File: config.mk
export PLATFORM = sky130hd
export DESIGN_NAME = phase_stage_ctrl
export DESIGN_NICKNAME = d
export VERILOG_FILES = /design/src/rtl/phase_pkg.sv /design/src/rtl/phase_onehot_dec.sv /design/src/rtl/phase_stage_ctrl.sv
export SDC_FILE = /design/constraint.sdc
export NUM_CORES = 1
export LEC_CHECK = 0
export CAP_MARGIN = 25
export CORE_UTILIZATION = 55
export CTS_CLUSTER_SIZE = 16
export DETAILED_ROUTE_END_ITERATION = 7
export DONT_BUFFER_PORTS = 1
export MAX_ROUTING_LAYER = met4
export PLACE_DENSITY = 0.7
export SETUP_SLACK_MARGIN = 0.15
export SLEW_MARGIN = 20
export SYNTH_ARGS = -nofsm -noshare
export SYNTH_HDL_FRONTEND = slang
export SYNTH_HIERARCHICAL = 1
export SYNTH_SLANG_ARGS = --single-unit
File: constraint.sdc
create_clock -name CLK -period 6.48 [get_ports CLK]
set_input_delay 1.944 -clock CLK [delete_from_list [all_inputs] [get_ports CLK]]
set_output_delay 1.944 -clock CLK [all_outputs]
set_load 0.01 [all_outputs]
File: src/rtl/phase_pkg.sv
// Shared constants, FSM state type and phase helpers for the five-phase clock bus receiver.
// Purely declarative; no latency and no backpressure.
// Consumers: phase_onehot_dec, phase_stage_ctrl.
package phase_pkg;
    localparam int NUM_PHASES = 5;

    localparam logic [2:0] PH_FETCH  = 3'd0;
    localparam logic [2:0] PH_DECODE = 3'd1;
    localparam logic [2:0] PH_EXEC   = 3'd2;
    localparam logic [2:0] PH_MEM    = 3'd3;
    localparam logic [2:0] PH_WB     = 3'd4;
    localparam logic [2:0] PH_NONE   = 3'd7;

    typedef enum logic [1:0] {
        SYNC  = 2'd0,
        RUN   = 2'd1,
        FAULT = 2'd2
    } state_t;

    function automatic logic [2:0] next_phase(input logic [2:0] idx);
        return (idx == PH_WB) ? PH_FETCH : idx + 3'd1;
    endfunction

    function automatic logic [NUM_PHASES-1:0] ph_onehot(input logic [2:0] idx);
        logic [NUM_PHASES-1:0] one;
        one = 5'b00001;
        return one << idx;
    endfunction
endpackage

File: src/rtl/phase_onehot_dec.sv
// Decodes the five phase strobes into {valid, index}; valid only when exactly one bit is set.
// Latency: combinational, zero cycles.
// Backpressure: none; a pure function of the strobes.
module phase_onehot_dec
    import phase_pkg::*;
(
    input  logic [NUM_PHASES-1:0] phases,
    output logic                  dec_vld,
    output logic [2:0]            dec_idx
);
    always_comb begin
        dec_vld = 1'b1;
        dec_idx = PH_NONE;
        case (phases)
            5'b00001: dec_idx = PH_FETCH;
            5'b00010: dec_idx = PH_DECODE;
            5'b00100: dec_idx = PH_EXEC;
            5'b01000: dec_idx = PH_MEM;
            5'b10000: dec_idx = PH_WB;
            default:  dec_vld = 1'b0;
        endcase
    end
endmodule

File: src/rtl/phase_stage_ctrl.sv
// Phase-bus receiver: checks 0->1->2->3->4->0 order, drives stage enables, counts cycles and faults.
// Latency: one cycle, every output is registered. Optional fault counter: PHASE_ERRCNT_EN.
// Backpressure: stall only masks stage_en; sequence tracking and counters keep running.
module phase_stage_ctrl
    import phase_pkg::*;
#(
    parameter int CNT_W = 32
) (
    input  logic                  CLK,
    input  logic                  RST,
    input  logic [NUM_PHASES-1:0] Phases,
    input  logic                  stall,
    output logic [NUM_PHASES-1:0] stage_en,
    output logic [2:0]            phase_idx,
    output logic                  in_sync,
    output logic                  cyc_done,
    output logic [CNT_W-1:0]      cyc_count,
    output logic                  phase_err,
    output logic                  err_sticky,
    output logic [7:0]            err_count
);
    state_t                  state_q, state_d;
    logic [NUM_PHASES-1:0]   stage_en_q, stage_en_d;
    logic [2:0]              phase_idx_q, phase_idx_d;
    logic                    cyc_done_q, cyc_done_d;
    logic [CNT_W-1:0]        cyc_count_q, cyc_count_d;
    logic                    phase_err_q, phase_err_d;
    logic                    err_sticky_q, err_sticky_d;
    logic                    dec_vld;
    logic [2:0]              dec_idx;
    logic                    accept;
    logic                    fault_entry;

    phase_onehot_dec u_dec (
        .phases  (Phases),
        .dec_vld (dec_vld),
        .dec_idx (dec_idx)
    );

    // In RUN phase_idx_q always holds the last accepted phase, so it also encodes the expected one.
    always_comb begin
        accept      = 1'b0;
        fault_entry = 1'b0;
        case (state_q)
            SYNC: accept = dec_vld && (dec_idx == PH_FETCH);
            RUN: begin
                accept      = dec_vld && (dec_idx == next_phase(phase_idx_q));
                fault_entry = !accept;
            end
            default: ;
        endcase
    end

    always_ff @(posedge CLK) begin
        if (RST) state_q <= SYNC;
        else     state_q <= state_d;
    end

    always_comb begin
        state_d = state_q;
        case (state_q)
            SYNC:    if (accept) state_d = RUN;
            RUN:     if (fault_entry) state_d = FAULT;
            default: state_d = SYNC;
        endcase
    end

    always_comb begin
        stage_en_d   = '0;
        phase_idx_d  = phase_idx_q;
        cyc_done_d   = 1'b0;
        cyc_count_d  = cyc_count_q;
        phase_err_d  = fault_entry;
        err_sticky_d = err_sticky_q | fault_entry;
        if (accept) begin
            phase_idx_d = dec_idx;
            if (!stall) stage_en_d = ph_onehot(dec_idx);
            // Phase0 accepted in RUN can only follow Phase4; the resync Phase0 from SYNC never counts.
            if (state_q == RUN && dec_idx == PH_FETCH) begin
                cyc_done_d  = 1'b1;
                cyc_count_d = cyc_count_q + 1'b1;
            end
        end else if (fault_entry || state_q == FAULT) begin
            phase_idx_d = PH_NONE;
        end
    end

    always_ff @(posedge CLK) begin
        if (RST) begin
            stage_en_q   <= '0;
            phase_idx_q  <= PH_NONE;
            cyc_done_q   <= 1'b0;
            cyc_count_q  <= '0;
            phase_err_q  <= 1'b0;
            err_sticky_q <= 1'b0;
        end else begin
            stage_en_q   <= stage_en_d;
            phase_idx_q  <= phase_idx_d;
            cyc_done_q   <= cyc_done_d;
            cyc_count_q  <= cyc_count_d;
            phase_err_q  <= phase_err_d;
            err_sticky_q <= err_sticky_d;
        end
    end

`ifdef PHASE_ERRCNT_EN
    logic [7:0] err_count_q, err_count_d;

    always_comb begin
        err_count_d = err_count_q;
        if (fault_entry && err_count_q != 8'hFF) err_count_d = err_count_q + 8'd1;
    end

    always_ff @(posedge CLK) begin
        if (RST) err_count_q <= 8'h00;
        else     err_count_q <= err_count_d;
    end

    assign err_count = err_count_q;
`else
    assign err_count = 8'h00;
`endif

    assign stage_en   = stage_en_q;
    assign phase_idx  = phase_idx_q;
    assign in_sync    = (state_q == RUN);
    assign cyc_done   = cyc_done_q;
    assign cyc_count  = cyc_count_q;
    assign phase_err  = phase_err_q;
    assign err_sticky = err_sticky_q;
endmodule

# --- Word level (Yosys, flattened, before mapping) ---
# Cells that the tools add are included.
op_classes:
  add_sub_neg: 2
  n_eq_ne: 11
  shift: 1
  mux: 11
  n_bitwise: 2
  n_reduce_logical: 13
op_table:
  columns: ["op", "count"]
  rows:
  - ["32-bit by 1-bit adder with 32-bit output (second input constant)", 1]
  - ["3-bit case mux with 5 select lines", 1]
  - ["3-bit two-way mux", 3]
  - ["5-bit by 1-bit equality test with 1-bit output (second input constant)", 1]
  - ["5-bit by 2-bit equality test with 1-bit output (second input constant)", 1]
  - ["5-bit by 3-bit equality test with 1-bit output (second input constant)", 1]
  - ["5-bit by 4-bit equality test with 1-bit output (second input constant)", 1]
  - ["5-bit equality test (second input constant)", 1]
  - ["5-bit OR reduction", 1]
  - ["1-bit by 3-bit left shift with 5-bit output (first input constant)", 1]
  - ["2-bit two-way mux", 2]
  - ["2-bit case mux with 2 select lines", 1]
  - ["2-bit AND reduction", 2]
  - ["3-bit by 1-bit adder with 3-bit output (second input constant)", 1]
  - ["3-bit equality test", 1]
  - ["3-bit equality test (second input constant)", 1]
  - ["1-bit logical AND", 3]
  - ["3-bit zero test", 1]
  - ["1-bit two-way mux", 3]
  - ["3-bit OR reduction", 1]
  - ["2-bit by 1-bit equality test with 1-bit output (second input constant)", 1]
  - ["2-bit equality test (second input constant)", 1]
  - ["2-bit zero test", 1]
  - ["2-bit by 1-bit inequality test with 1-bit output (second input constant)", 1]
  - ["other kinds (8)", 8]
totals:
  reg_bits: 45
  out_inout_bits: 52
  wordCells: 47

# --- Longest topological paths before layout ---
logic_depth:
  depth_word: 9
  mapped_depth: 11
  mapped_depth_nobuf: 8

# --- By module ---
# The synthesis kept the hierarchy.
modules_own_cells:
  columns: ["module", "n_inst", "cells_per_inst", "area_per_inst_um2"]
  rows:
  - ["phase_stage_ctrl", 1, 252, 2248.4]
  - ["phase_onehot_dec", 1, 24, 161.4]

# --- Worst setup path before layout ---
# No wires, ideal clock.
synth_timing:
  path_kind: "input to register"
  startpoint: "input Phases[2]"
  endpoint: "register cyc_count_q[17], in the netlist cyc_count[17]"
  setup_ps: 128
  arrival_time_ps: 3830
  slack_ps: 2523
  stages: 11
  path_cell_list: "buf_6 -> xnor2_1 -> or3_1 -> a21o_1 -> clkbuf_1 -> and3b_1 -> nand4_2 -> buf_2 -> nor4_1 -> xnor2_1 -> nor2_1"
synth_via:
  elab_chain_len: 6
synth_rtl:
  columns: ["item", "line", "text"]
  rows:
  - ["start, declared", "phase_stage_ctrl.sv:11", "input logic [NUM_PHASES-1:0] Phases,"]
  - ["5-bit equality test, or another cell as far along", "phase_onehot_dec.sv:14", "case (phases)"]
  - ["3-bit case mux with 5 select lines *", "phase_onehot_dec.sv:14", null]
  - ["net dec_idx[2]", "phase_stage_ctrl.sv:30", "logic [2:0] dec_idx;"]
  - ["3-bit equality test or 3-bit zero test (tied branches)", "phase_stage_ctrl.sv:47, phase_stage_ctrl.sv:45, phase_stage_ctrl.sv:79", null]
  - ["1-bit logical AND (on tied branches)", "phase_stage_ctrl.sv:47, phase_stage_ctrl.sv:45", null]
  - ["1-bit case mux with 2 select lines", "phase_stage_ctrl.sv:44", "case (state_q)"]
  - ["2-bit AND reduction (no source line) *", null, null]
  - ["end signal, assigned", "phase_stage_ctrl.sv:100", "cyc_count_q <= cyc_count_d;"]
  - ["end, declared", "phase_stage_ctrl.sv:26", "logic [CNT_W-1:0] cyc_count_q, cyc_count_d;"]
# The timed path passes the listed nets; every way through them passes the cells marked *.
# A chain may end at the register's enable or synchronous reset.

# --- Final worst setup path ---
layout_timing:
  startpoint: "input Phases[0]"
  endpoint: "register cyc_count_q[27], in the netlist cyc_count[27]"
# The elaborated chain is that of the path after synthesis.

==> impl_metrics.py <==
metrics = {
    "outcome": {
        "status": "finished clean",
    },
    "finish": {
        "area_growth_pct": 1.30,
        "layout_common_cells": "dfxtp_1, nor2_1, xnor2_1",
        "final_cells": 312,
        "layout_commonest_cell": "dfxtp_1",
        "drive_above_1_share": 0.0725,
        "fill_cells": 371,
        "num_antenna_cells": 0,
        "post-route-cell-area_um2": 2440,
        "final_nets": 273,
    },
    "placed_design": {
        "port-buffer-count": 0,
        "gp_congestion": 0.787,
        "placed_area_um2": 2340,
        "dp.cells": 305,
        "dp_hpwl_mm": 3.07,
    },
    "clock_tree": {
        "hold_buffers": 0,
        "clk_pin_slew_ns": 0.08,
        "cts_root_buffer": "clkbuf_8",
        "cts_buffer_depth": 2,
        "ctsResizeCount": 0,
        "clkLatencyLatePin_ns": 0.29,
        "cts_tree": "built",
        "htree_levels": 2,
        "clock_sinks": 45,
        "cts_inserted_buffers": 5,
        "cts_setup_buffers": 0,
    },
    "detailed_routing": {
        "routed_wirelength_mm": 4.57,
        "wire_per_inst_um": 14.6,
        "drt-initial-drc-count": 123,
        "ant_nets": 0,
        "route.detailed.drc": 0,
        "via_count": 1876,
        "drt_pass1_iterations": 4,
        "via_per_inst": 6.01,
    },
    "sta": {
        "setup-violations-final": 0,
        "finalClockSkew_ns": 0.00643,
        "timing.setup.tns_ns": 0,
        "fmax_mhz": 256,
        "slew_headroom": 0.473,
        "fin_crit_ns": 3.91,
        "slew_violations": 0,
        "rsz0062_at_grt": "no",
        "max_slew.worst_pin.slew_ns": 0.786,
        "fin_crit_sh": 0.603,
        "hold_viol_final": 0,
    },
    "yosys": {
        "synth_edf_count": 0,
        "avgSynthCellArea_um2": 8.73,
        "synth_ff_type": "dfxtp_1",
        "async_reset_ff_frac": 0,
        "ys_seq_area_frac": 0.374,
        "synth_seq_cells": 45,
        "synthCells": 276,
        "synth_cell_types": 48,
        "syn_area_um2": 2410,
        "yosysWarningCount": 6,
    },
    "floorplan": {
        "boundaryPins": 60,
        "rows": 23,
        "die_h_um": 68.2,
        "fp.coreArea_um2": 4120,
        "die-area_um2": 4650,
        "die_w_um": 68.2,
        "initial_core_util": 0.586,
    },
    "grt": {
        "grtUsageTotal": 0.226,
        "grt_pass1_vias": 1706,
        "antenna_found_initial": 0,
        "grt.overflow.total": 0,
        "grt_max_degree": 39,
        "grt_pass1_wl_mm": 7.69,
    },
    "hold_path": {
        "hold_path_class": "flop to flop",
    },
    "pwr": {
        "cellPowerDensity_nw_per_um2": 202,
        "vdd_drop_max_mv": 0.0994,
        "leakage_nw": 0.876,
    },
    "setup_path": {
        "crit_arrival_ns": 4.14,
        "cp-start-kind": "primary input",
        "crit_type": "primary input to flop",
        "cp.required_ns": 6.71,
        "worstPathMaxFanout": 16,
        "end_kind": "flop",
    },
    "run": {
        "maxCapViolations": 0,
    },
}
per-stage QoR:
step	utilization	hold WS, ns	setup slack, ns	power [mW]
global route	0.593	0.564	2.28	0.511
detailed placement	0.568	0.519	2.32	0.296
CTS	0.593	0.546	2.61	0.499
finish	0.593	0.549	2.57	0.492
global placement	0.568	0.523	2.38	0.296
floorplan	-	0.499	2.52	0.305
synthesized netlist by cell type (3+ instances only):
cell type | number | area [um^2]
nand2_1 | 9 | 33.8
o211ai_1 | 3 | 22.5
xor2_1 | 5 | 43.8
buf_6 | 3 | 33.8
o22a_1 | 3 | 26.3
ha_1 | 3 | 37.5
buf_4 | 8 | 60.1
buf_2 | 6 | 30.0
xnor2_1 | 29 | 254
inv_1 | 8 | 30.0
or4_1 | 3 | 22.5
dfxtp_1 | 45 | 901
nor4_1 | 16 | 100
and3_1 | 5 | 31.3
nand3_1 | 9 | 45.0
nor2_1 | 34 | 128
nor4b_1 | 3 | 26.3
o21ai_0 | 4 | 20.0
and4_1 | 7 | 61.3
nand4_1 | 10 | 62.6
clkbuf_1 | 11 | 41.3
nor3_1 | 12 | 60.1
nor2b_1 | 5 | 31.3
final timing paths:
path                            cells past startpoint  slack (ns)                         end                 startpoint
worst max-delay path                                6        2.57  cyc_count[27]$_SDFFE_PP0P_                  Phases[0]
worst max register to register                      5        4.18  cyc_count[27]$_SDFFE_PP0P_  cyc_count[2]$_SDFFE_PP0P_
worst min register to register                      1        0.55       err_sticky$_SDFF_PP0_      err_sticky$_SDFF_PP0_
worst min-delay path                                1        0.55       err_sticky$_SDFF_PP0_      err_sticky$_SDFF_PP0_
where the power goes:
group / total (mW) / internal [mW] / leakage, nW / switching (mW)
combinational: 0.0133 / 0.00514 / 0.460 / 0.00816
sequential: 0.276 / 0.276 / 0.362 / 0.00000793
clock: 0.203 / 0.112 / 0.0540 / 0.0905
critical path, cell delays in order:
cell	delay, ns
o21ai_0	0.16
o211ai_1	0.35
nor4b_4	0.47
nand4_2	0.44
or4_1	0.61
a21oi_1	0.15
metal layers:
layer  track usage  part of all wire
met4        0.0651             0.011
met5             -                 0
met2         0.331              0.44
met3        0.0683             0.059
met1         0.296              0.49
cells by family after synthesis:
group | share of synthesized area
buffers and inverters | 0.0826
multiplexers | 0.00831
AO/OA/AOI/OAI | 0.0649
XOR/XNOR | 0.124
flip-flops | 0.374
other | 0.00156
AND/OR/NAND/NOR | 0.330
adder cells (fa/ha/maj) | 0.0156
area by class of cell:
class,instances,area (um^2),share of cell area
Sequential cell,45,901,0.369
Tap cell,50,62.6,0.0256
Timing Repair Buffer,1,7.51,0.00308
Clock inverter,2,35.0,0.0144
Clock buffer,5,68.8,0.0282
Multi-Input combinational cell,201,1340,0.547
Inverter,8,30.0,0.0123
registers in the layout, summed over array words and instances, names as in the netlist:
register and cells:
cyc_count 32, cyc_done 1, err_sticky 1, phase_err 1
phase_idx 3, stage_en 5, state_q 2
Note: power is estimated with default switching activity, not from simulation.
